### config.mk
export PLATFORM = sky130hd
export DESIGN_NAME = adc_serial_rx_flat
export DESIGN_NICKNAME = d
export VERILOG_FILES = /design/src/rtl/adc_serial_rx_pkg.sv /design/src/rtl/adc_serial_rx_if.sv /design/src/rtl/adc_serial_rx_sclk_gen.sv /design/src/rtl/adc_serial_rx.sv /design/src/flat_wrapper.sv
export SDC_FILE = /design/constraint.sdc
export NUM_CORES = 1
export LEC_CHECK = 0
export CAP_MARGIN = 15
export CORE_ASPECT_RATIO = 0.5
export CORE_MARGIN = 3
export CORE_UTILIZATION = 40
export DETAILED_ROUTE_END_ITERATION = 10
export DONT_BUFFER_PORTS = 1
export PLACE_DENSITY = 0.62
export SYNTH_ARGS = -nofsm -noshare
export SYNTH_HDL_FRONTEND = slang
export SYNTH_SLANG_ARGS = --single-unit
### constraint.sdc
create_clock -name clk -period 1.9 [get_ports clk]
set_input_delay 0.38 -clock clk [delete_from_list [all_inputs] [get_ports clk]]
set_output_delay 0.38 -clock clk [all_outputs]
set_load 0.01 [all_outputs]
### src/rtl/adc_serial_rx_pkg.sv
// Shared types and helpers for the serial ADC receiver.
// State encoding and frame-length derivation live here so all files agree.
package adc_rx_pkg;

  typedef enum logic [2:0] {
    ST_IDLE,
    ST_CS_SETUP,
    ST_SHIFT,
    ST_DONE,
    ST_QUIET
  } state_t;

  function automatic int unsigned frame_w(input int unsigned lead_bits,
                                          input int unsigned data_w);
    return lead_bits + data_w;
  endfunction

endpackage

### src/rtl/adc_serial_rx_if.sv
// Control/result bundle between the ADC receiver and the servo datapath.
interface adc_serial_rx_if #(
  parameter int unsigned CH     = 2,
  parameter int unsigned DATA_W = 12
);
  logic                 start;
  logic                 cont;
  logic [CH*DATA_W-1:0] dout;
  logic                 valid;
  logic                 busy;
  logic                 err;

  modport master (output start, cont, input dout, valid, busy, err);
  modport slave  (input start, cont, output dout, valid, busy, err);
endinterface

### src/rtl/adc_serial_rx_sclk_gen.sv
// SCLK divider: idles high, falls on the first enabled cycle, then toggles
// every CLK_DIV clk cycles; rise_tick marks the first cycle sclk reads high.
module adc_sclk_gen #(
  parameter int unsigned CLK_DIV = 4
) (
  input  logic clk,
  input  logic rst,
  input  logic en,
  output logic sclk,
  output logic rise_tick
);
  localparam int unsigned CW = $clog2(CLK_DIV);

  logic [CW-1:0] cnt;

  always_ff @(posedge clk or posedge rst) begin
    if (rst) begin
      cnt       <= '0;
      sclk      <= 1'b1;
      rise_tick <= 1'b0;
    end else if (!en) begin
      cnt       <= '0;
      sclk      <= 1'b1;
      rise_tick <= 1'b0;
    end else begin
      rise_tick <= 1'b0;
      // Toggling on cnt==0 makes the fall land on the very first enabled edge.
      if (cnt == '0) begin
        sclk      <= ~sclk;
        rise_tick <= ~sclk;
      end
      cnt <= (cnt == CW'(CLK_DIV - 1)) ? '0 : cnt + 1'b1;
    end
  end

endmodule

### src/rtl/adc_serial_rx.sv
// Serial ADC receiver: shared CS/SCLK, CH data lines, MSB-first capture.
// Define ADC_SERIAL_RX_LEAD_CHECK_EN to flag nonzero leading bits on err.
module adc_serial_rx
  import adc_rx_pkg::*;
#(
  parameter int unsigned DATA_W    = 12,
  parameter int unsigned LEAD_BITS = 4,
  parameter int unsigned CH        = 2,
  parameter int unsigned CLK_DIV   = 4,
  parameter int unsigned QUIET_CYC = 4
) (
  input  logic          clk,
  input  logic          rst,
  adc_serial_rx_if.slave bus,
  input  logic [CH-1:0] sdata,
  output logic          cs,
  output logic          sclk
);
  localparam int unsigned FRAME_W  = frame_w(LEAD_BITS, DATA_W);
`ifdef ADC_SERIAL_RX_LEAD_CHECK_EN
  localparam int unsigned SR_W     = FRAME_W;
`else
  localparam int unsigned SR_W     = DATA_W;
`endif
  localparam int unsigned WAIT_MAX = (CLK_DIV > QUIET_CYC) ? CLK_DIV : QUIET_CYC;
  localparam int unsigned WAIT_W   = $clog2(WAIT_MAX + 1);
  localparam int unsigned BIT_W    = $clog2(FRAME_W + 1);

  state_t            state, state_n;
  logic [WAIT_W-1:0] wait_cnt;
  logic [BIT_W-1:0]  bit_cnt;
  logic [SR_W-1:0]   shreg  [CH];
  logic [SR_W-1:0]   sh_nxt [CH];
  logic              sclk_en;
  logic              rise_tick;
  logic              lead_err;

  // Driven from next state so sclk falls in the first SHIFT cycle.
  assign sclk_en = (state_n == ST_SHIFT);

  adc_sclk_gen #(.CLK_DIV(CLK_DIV)) u_sclk_gen (
    .clk       (clk),
    .rst       (rst),
    .en        (sclk_en),
    .sclk      (sclk),
    .rise_tick (rise_tick)
  );

  always_ff @(posedge clk or posedge rst) begin
    if (rst) state <= ST_IDLE;
    else     state <= state_n;
  end

  always_comb begin
    state_n = state;
    case (state)
      ST_IDLE:     if (bus.start || bus.cont) state_n = ST_CS_SETUP;
      ST_CS_SETUP: if (wait_cnt == WAIT_W'(CLK_DIV - 1)) state_n = ST_SHIFT;
      ST_SHIFT:    if (rise_tick && bit_cnt == BIT_W'(FRAME_W - 1)) state_n = ST_DONE;
      ST_DONE:     state_n = ST_QUIET;
      ST_QUIET:    if (wait_cnt == WAIT_W'(QUIET_CYC - 1))
                     state_n = bus.cont ? ST_CS_SETUP : ST_IDLE;
      default:     state_n = ST_IDLE;
    endcase
  end

  always_comb begin
    lead_err = 1'b0;
    for (int unsigned c = 0; c < CH; c++) begin
      sh_nxt[c] = {shreg[c][SR_W-2:0], sdata[c]};
`ifdef ADC_SERIAL_RX_LEAD_CHECK_EN
      lead_err = lead_err | (|sh_nxt[c][FRAME_W-1 -: LEAD_BITS]);
`endif
    end
  end

  // Outputs are registered from state_n so they align with the state register.
  always_ff @(posedge clk or posedge rst) begin
    if (rst) begin
      wait_cnt  <= '0;
      bit_cnt   <= '0;
      cs        <= 1'b1;
      bus.valid <= 1'b0;
      bus.err   <= 1'b0;
      bus.busy  <= 1'b0;
      bus.dout  <= '0;
      for (int unsigned c = 0; c < CH; c++) shreg[c] <= '0;
    end else begin
      if (state_n != state)
        wait_cnt <= '0;
      else if (state == ST_CS_SETUP || state == ST_QUIET)
        wait_cnt <= wait_cnt + 1'b1;

      if (state == ST_SHIFT && rise_tick) begin
        bit_cnt <= bit_cnt + 1'b1;
        for (int unsigned c = 0; c < CH; c++) shreg[c] <= sh_nxt[c];
      end else if (state != ST_SHIFT) begin
        bit_cnt <= '0;
      end

      cs        <= !(state_n == ST_CS_SETUP || state_n == ST_SHIFT);
      bus.busy  <= (state_n != ST_IDLE);
      bus.valid <= (state_n == ST_DONE);
      bus.err   <= (state_n == ST_DONE) && lead_err;
      if (state_n == ST_DONE)
        for (int unsigned c = 0; c < CH; c++)
          bus.dout[c*DATA_W +: DATA_W] <= sh_nxt[c][DATA_W-1:0];
    end
  end

endmodule

### src/flat_wrapper.sv
// flat-port wrapper written by rule: the top's interface ports become plain ports
module adc_serial_rx_flat import adc_rx_pkg::*;
#(
  parameter int unsigned DATA_W    = 12,
  parameter int unsigned LEAD_BITS = 4,
  parameter int unsigned CH        = 2,
  parameter int unsigned CLK_DIV   = 4,
  parameter int unsigned QUIET_CYC = 4
)
  (clk, rst, sdata, cs, sclk, bus_start, bus_cont, bus_dout, bus_valid, bus_busy, bus_err);
  adc_serial_rx_if #(.CH(CH), .DATA_W(DATA_W)) bus_i ();
  input  logic clk;
  input  logic rst;
  input  logic [CH-1:0] sdata;
  output logic cs;
  output logic sclk;
  input wire logic [$bits(bus_i.start)-1:0] bus_start;
  input wire logic [$bits(bus_i.cont)-1:0] bus_cont;
  output wire logic [$bits(bus_i.dout)-1:0] bus_dout;
  output wire logic [$bits(bus_i.valid)-1:0] bus_valid;
  output wire logic [$bits(bus_i.busy)-1:0] bus_busy;
  output wire logic [$bits(bus_i.err)-1:0] bus_err;
  assign bus_i.start = bus_start;
  assign bus_i.cont = bus_cont;
  assign bus_dout = bus_i.dout;
  assign bus_valid = bus_i.valid;
  assign bus_busy = bus_i.busy;
  assign bus_err = bus_i.err;
  adc_serial_rx #(.DATA_W(DATA_W), .LEAD_BITS(LEAD_BITS), .CH(CH), .CLK_DIV(CLK_DIV), .QUIET_CYC(QUIET_CYC)) u_core (.clk(clk), .rst(rst), .bus(bus_i), .sdata(sdata), .cs(cs), .sclk(sclk));
endmodule
# Word-level counts from Yosys, hierarchy flattened
# Index checks and enable logic that the tools add are counted.
# word_totals
elab_cells	56
output_inout_bits	29
ff_bits	64
# op_classes
n_addsub	3
bitwise_logic	1
n_reduce_logical	11
mux	16
n_eq_ne	13
# ops
operator	count
2-to-1 mux 3 bit	6
equality test 3 x 2 -> 1 bit, second input constant	5
one-hot mux 3 bit (5 select lines)	1
2-to-1 mux 5 bit	2
equality test 3 x 1 -> 1 bit, second input constant	2
adder 5 x 1 -> 5 bit, second input constant	1
equality test 5 x 4 -> 1 bit, second input constant	1
2-to-1 mux 1 bit	5
2-to-1 mux 2 bit	2
nonzero test 2 bit	2
adder 3 x 1 -> 3 bit, second input constant	1
equality test 3 bit, second input constant	1
logical NOT 3 bit	1
logical OR 1 bit	3
!= test 3 x 2 -> 1 bit, second input constant	1
!= test 3 bit	1
nonzero test 3 bit	1
adder 2 x 1 -> 2 bit, second input constant	1
equality test 2 bit, second input constant	1
logical AND 1 bit	2
logical NOT 2 bit	1
!= test 2 x 1 -> 1 bit, second input constant	1
logical NOT 1 bit	1
NOT 1 bit	1

# Logic depth before layout (Yosys ltp)
# depth
depth_word	7
depth_mapped	7
depth_no_buf	7

# Cells and area by module
# Synthesis repeated with hierarchy kept, for this count alone.
# hier_totals
cells_unflattened	183
area_unflattened_um2	2712.6
# modules_own_cells
module	cells_per_inst	seq_area_each_um2	n_inst	area_each_um2
adc_serial_rx	169	1502.7	1	2534.9
adc_sclk_gen	14	101.3	1	177.7

# Worst setup path before layout
# OpenSTA, ideal clock, no wires.
# synth_path
path_kind	register to register
start	register u_core.wait_cnt[0]
end	register u_core.wait_cnt[0]
n_path_buf	0
t_required_ns	1.778
setup_ns	0.122
stages_incl_launch_ff	7
arrival_time_ns	1.654
path_slack_ns	0.124
path_cell_list	dfrtp_1 -> ha_1 -> ha_1 -> a21boi_2 -> a2111oi_4 -> nor2_1 -> a32o_1
# synth_via
elab_chain_len	5
# synth_rtl
item	line_no	text
start, declared	adc_serial_rx.sv:30	logic [WAIT_W-1:0] wait_cnt;
start signal, assigned	adc_serial_rx.sv:92	wait_cnt <= wait_cnt + 1'b1;
equality test 3 x 2 -> 1 bit	adc_serial_rx.sv:58, adc_serial_rx.sv:61	
2-to-1 mux 3 bit (on tied branches)	adc_serial_rx.sv:61, adc_serial_rx.sv:58	
one-hot mux 3 bit (5 select lines)	adc_serial_rx.sv:56	case (state)
!= test 3 bit	adc_serial_rx.sv:89	if (state_n != state)
2-to-1 mux 3 bit / nonzero test 2 bit (equally long branches)	n/a	
# Several ways; a longest one is shown, not always the timed one. The select of a mux whose other input is x is not followed.
# A chain may end at the register's enable or synchronous reset.

# Final worst setup path
# layout_path
start	register u_core.wait_cnt[0]
end	register u_core.u_sclk_gen.cnt[1]
# layout_via
elab_chain_len	5
# layout_rtl
item	line_no	text
equality test 3 x 2 -> 1 bit (*)	adc_serial_rx.sv:58, adc_serial_rx.sv:61	
2-to-1 mux 3 bit (on tied branches)	adc_serial_rx.sv:61, adc_serial_rx.sv:58	
one-hot mux 3 bit (5 select lines) (*)	adc_serial_rx.sv:56	
equality test 3 x 2 -> 1 bit (*)	adc_serial_rx.sv:39	assign sclk_en = (state_n == ST_SHIFT);
2-to-1 mux 2 bit (*)	adc_serial_rx_sclk_gen.sv:21	end else if (!en) begin
end signal, assigned	adc_serial_rx_sclk_gen.sv:32	cnt <= (cnt == CW'(CLK_DIV - 1)) ? '0 : cnt + 1'b1;
end, declared	adc_serial_rx_sclk_gen.sv:14	logic [CW-1:0] cnt;
# Mark *: on every way between the ends. The rest lies on a longest branch, timed or not.

==> impl_metrics.xml <==
<?xml version="1.0" encoding="UTF-8"?>
<metrics>
  <group name="outcome">
    <metric name="run_status" unit="">finished, final reports clean</metric>
  </group>
  <group name="worst_setup_path">
    <metric name="worst-r2r-setup-slack" unit="ns">0.05</metric>
    <metric name="crit_path_end_kind" unit="">flop</metric>
    <metric name="critPathBufInv" unit="">1</metric>
    <metric name="crit_path_cell_trace" unit="">ha_1 -&gt; ha_1 -&gt; a2111oi_4 -&gt; buf_4 -&gt; nor3b_4 -&gt; and2_1</metric>
    <metric name="cells_on_worst_reg2reg_path" unit="">6</metric>
    <metric name="timing.critical_path.slowest_cell_delay" unit="ns">0.46</metric>
    <metric name="worstSetupStartpointType" unit="">flop</metric>
    <metric name="cp_top_family" unit="">compound AO/OA/AOI/OAI gates</metric>
    <metric name="r2r-end" unit="">u_core.u_sclk_gen.cnt[1]</metric>
    <metric name="critical-path-top-cell-by-count" unit="">sky130_fd_sc_hd__ha_1</metric>
    <metric name="worst-setup-path-type" unit="">reg2reg</metric>
    <metric name="cp_slowest_cell" unit="">sky130_fd_sc_hd__a2111oi_4</metric>
    <metric name="worst-endpoint-required" unit="ns">2.11</metric>
    <metric name="crit_path_max_fanout" unit="">4</metric>
    <metric name="critical_path.reg2reg.startpoint" unit="">u_core.wait_cnt[0]</metric>
    <metric name="cp_data_arrival_time" unit="ns">2.05</metric>
  </group>
  <group name="power">
    <metric name="net_sw_power" unit="mW">0.910</metric>
    <metric name="share_comb_of_total_power" unit="%">15.8</metric>
    <metric name="clock_power_share" unit="%">42.2</metric>
    <metric name="p_int" unit="mW">2.73</metric>
    <metric name="power-per-cell-area" unit="mW/mm^2">1180</metric>
    <metric name="post-layout-total-power" unit="mW">3.64</metric>
    <metric name="static-leakage-power" unit="nW">1.52</metric>
    <metric name="switching_share" unit="%">25.0</metric>
    <metric name="worst_supply_voltage_drop_on_vdd" unit="V">0.000619</metric>
    <metric name="part_of_the_total_power_dissipated_in_sequential_elements" unit="%">42.1</metric>
  </group>
  <group name="place">
    <metric name="detailed_place_hpwl" unit="microns">2770</metric>
    <metric name="buffer_ports.inserted" unit="">0</metric>
    <metric name="post-place-ws" unit="ns">0.0204</metric>
    <metric name="last_weighted_congestion_value_of_the_routability_driven_placer" unit="">0.756</metric>
  </group>
  <group name="cells_and_area">
    <metric name="utilization" unit="%">49.8</metric>
    <metric name="number_of_inserted_diodes" unit="">0</metric>
    <metric name="num-nets-final" unit="">203</metric>
    <metric name="synthToLayoutAreaGrowth" unit="%">17.3</metric>
    <metric name="layout-drive-gt1-share" unit="%">39.2</metric>
  </group>
  <group name="run">
    <metric name="max_cap_violations" unit="">0</metric>
  </group>
  <group name="routing">
    <metric name="vias" unit="">1397</metric>
    <metric name="drt_wl_total" unit="microns">4230</metric>
    <metric name="firstDrtPassIters" unit="">4</metric>
    <metric name="initialDrtViolationCount" unit="">91</metric>
    <metric name="antenna_left" unit="">0</metric>
    <metric name="vias_per_cell" unit="">4.95</metric>
    <metric name="route.detailed.wl_per_inst" unit="microns">15.0</metric>
    <metric name="drc_errors" unit="">0</metric>
  </group>
  <group name="grt">
    <metric name="grt.busiest_layer" unit="">met2</metric>
    <metric name="first_pass_grt_wire_length" unit="microns">7430</metric>
    <metric name="grt.met1_usage" unit="%">14.7</metric>
    <metric name="use_met3" unit="%">7.17</metric>
    <metric name="global_route_met2_usage" unit="%">19.4</metric>
    <metric name="grt_remaining_overflow" unit="">0</metric>
    <metric name="grt_max_degree" unit="">49</metric>
    <metric name="first_global_vias" unit="">1483</metric>
    <metric name="grt_util_overall" unit="%">12.9</metric>
    <metric name="antenna_found_initial" unit="">0</metric>
  </group>
  <group name="yosys">
    <metric name="synth_cell_types" unit="">35</metric>
    <metric name="synthFlopType" unit="">sky130_fd_sc_hd__dfrtp_1</metric>
    <metric name="synth-warning-count" unit="">0</metric>
    <metric name="ys_seq_area_share" unit="%">60.9</metric>
    <metric name="synth.net_count" unit="">192</metric>
    <metric name="postSynth.asyncResetShare" unit="%">100</metric>
    <metric name="number_of_flip_flops_and_latches_in_the_synthesized_netlist" unit="">64</metric>
    <metric name="synth_enable_flop_cells" unit="">0</metric>
    <metric name="synth_cell_area" unit="sq mm">0.00263</metric>
    <metric name="synthesis.instances" unit="">180</metric>
    <metric name="synth.avg_cell_area" unit="sq um">14.6</metric>
  </group>
  <group name="floorplan">
    <metric name="design.portCount" unit="">35</metric>
    <metric name="initial_utilization" unit="%">42.4</metric>
    <metric name="floorplan.die.height" unit="microns">63.4</metric>
    <metric name="dieWidth" unit="microns">121</metric>
    <metric name="area_of_the_core" unit="sq mm">0.00621</metric>
    <metric name="die_area" unit="sq mm">0.00765</metric>
    <metric name="placement_rows" unit="">20</metric>
  </group>
  <group name="clocking">
    <metric name="htree_num_levels" unit="">3</metric>
    <metric name="ctsLongestPathBuffers" unit="">2</metric>
    <metric name="cts_tree" unit="">built</metric>
    <metric name="worstSkewPairLatency" unit="ns">0.32</metric>
    <metric name="clock-sinks" unit="">64</metric>
    <metric name="cts.root.buffer_cell" unit="">sky130_fd_sc_hd__clkbuf_16</metric>
    <metric name="clkSlewWorstSetupHoldPaths" unit="ns">0.05</metric>
    <metric name="inserted_clock_buffers" unit="">9</metric>
  </group>
  <group name="timing">
    <metric name="timing.final.crit_period" unit="ns">1.85</metric>
    <metric name="timing.final.ws_setup" unit="ns">0.0545</metric>
    <metric name="skew" unit="ns">0.00508</metric>
    <metric name="fmaxAchievable" unit="MHz">542</metric>
    <metric name="number_of_setup_violations_in_the_final_report" unit="">0</metric>
    <metric name="final_hold_viol_count" unit="">0</metric>
    <metric name="finalCritPeriodShare" unit="%">97.1</metric>
    <metric name="final_report_max_slew_violation_count" unit="">0</metric>
  </group>
  <group name="min_path">
    <metric name="holdCritStartpoint" unit="">sdata[1]</metric>
    <metric name="min_to" unit="">u_core.bus.dout[12]</metric>
    <metric name="worst_hold_path.num_cells" unit="">1</metric>
    <metric name="hold_class" unit="">in2reg</metric>
  </group>
</metrics>
-- registers in the layout, summed over array words and instances (netlist names) --
name and cells:
u_core.bus.valid 1, u_core.bus.busy 1, u_core.cs 1, u_core.bus.dout 24, u_core.u_sclk_gen.sclk 1, u_core.wait_cnt 3, u_core.state 3, u_core.u_sclk_gen.rise_tick 1
u_core.sh_nxt 22, u_core.bit_cnt 5, u_core.u_sclk_gen.cnt 2
-- cell families (layout without fill, tap and decap cells) --
family / Yosys count / in the layout / synth area share (%)
compound gates: 10 / 10 / 3.95
xor+xnor: 5 / 5 / 1.66
fa+ha+maj: 6 / 6 / 2.85
buf+inv: 18 / 32 / 3.37
flops: 64 / 64 / 60.9
mux: 49 / 49 / 20.8
other cells: 1 / 1 / 0.142
simple gates: 27 / 27 / 6.27
-- cells in the final DEF (no fill, tap or decap), types with 2 or more instances in the layout --
master,instances
sky130_fd_sc_hd__clkbuf_16,9
sky130_fd_sc_hd__nand3b_1,2
sky130_fd_sc_hd__clkbuf_1,2
sky130_fd_sc_hd__buf_4,5
sky130_fd_sc_hd__mux2i_1,3
sky130_fd_sc_hd__xor2_1,3
sky130_fd_sc_hd__dfstp_2,2
sky130_fd_sc_hd__ha_1,6
sky130_fd_sc_hd__xnor2_1,2
sky130_fd_sc_hd__buf_12,3
sky130_fd_sc_hd__inv_1,8
sky130_fd_sc_hd__mux2_2,46
sky130_fd_sc_hd__nor2_1,9
sky130_fd_sc_hd__clkinvlp_4,3
sky130_fd_sc_hd__nand2_1,3
sky130_fd_sc_hd__nor3_1,2
sky130_fd_sc_hd__dfrtp_1,62
-- through the flow --
stage / TNS [ns] / instances / instance area [sq um] / hold slack (ns)
floorplan: 0 / 180 / 2640 / 0.447
global placement: 0 / 266 / 2780 / 0.269
detailed placement: 0 / 266 / 2780 / 0.271
CTS: 0 / 281 / 3070 / 0.186
global route: -0.0548 / 282 / 3090 / 0.188
finish: 0 / 282 / 3090 / 0.203
-- routing by layer --
metal / wire, microns / up-vias
met1: 1850 / 714
met3: 276 / 8
li1: - / 646
met4: 94 / 0
met5: 0 / -
met2: 2010 / 29
-- cell type report --
cell class                      count  area, sq um
Multi-Input combinational cell     98          952
Inverter                            9         37.5
Sequential cell                    64         1600
Tap cell                           88          110
Clock inverter                      3         45.0
Timing Repair Buffer                9          108
Fill cell                         545         3120
Clock buffer                       11          233
-- how the worst max path moves through the flow --
stage	from	endpoint	slack (ns)	depth (start not counted)
2_1_floorplan	u_core.wait_cnt[0]	u_core.wait_cnt[0]	0.12	6
3_3_place_gp	u_core.wait_cnt[0]	u_core.wait_cnt[1]	0.10	5
3_5_place_dp	u_core.wait_cnt[0]	u_core.wait_cnt[1]	0.02	5
4_1_cts	u_core.wait_cnt[0]	u_core.wait_cnt[1]	0.005	5
5_1_grt	u_core.wait_cnt[0]	u_core.wait_cnt[0]	-0.02	5
6_report	u_core.wait_cnt[0]	u_core.u_sclk_gen.cnt[1]	0.05	6
-- Yosys cell counts (all sizes together) (3+ instances only) --
master | n | area share (%)
buf | 9 | 2.1
inv | 9 | 1.3
mux2i | 3 | 1.1
nand2 | 4 | 0.86
mux2 | 46 | 20
nor2 | 9 | 1.3
xor2 | 3 | 1.0
ha | 6 | 2.9
dfrtp | 62 | 59
-- power groups by stage --
stage	registers, mW	logic [mW]	clock network [mW]
6_report	1.53	0.574	1.54
5_1_grt	1.54	0.638	1.66
4_1_cts	1.53	0.535	1.61
3_5_place_dp	1.55	0.531	0
3_3_place_gp	1.55	0.513	0
2_1_floorplan	1.52	0.427	0
-- what timing repair did --
item | 4_1_cts | 5_1_grt
resized for setup | 0 | 2
buffers inserted | 0 | 1
endpoints found under the hold margin | 14 | 0
endpoints found under the setup margin | 0 | 3
hold buffers | 1 | 0
Power figures use the tool's default switching activity.
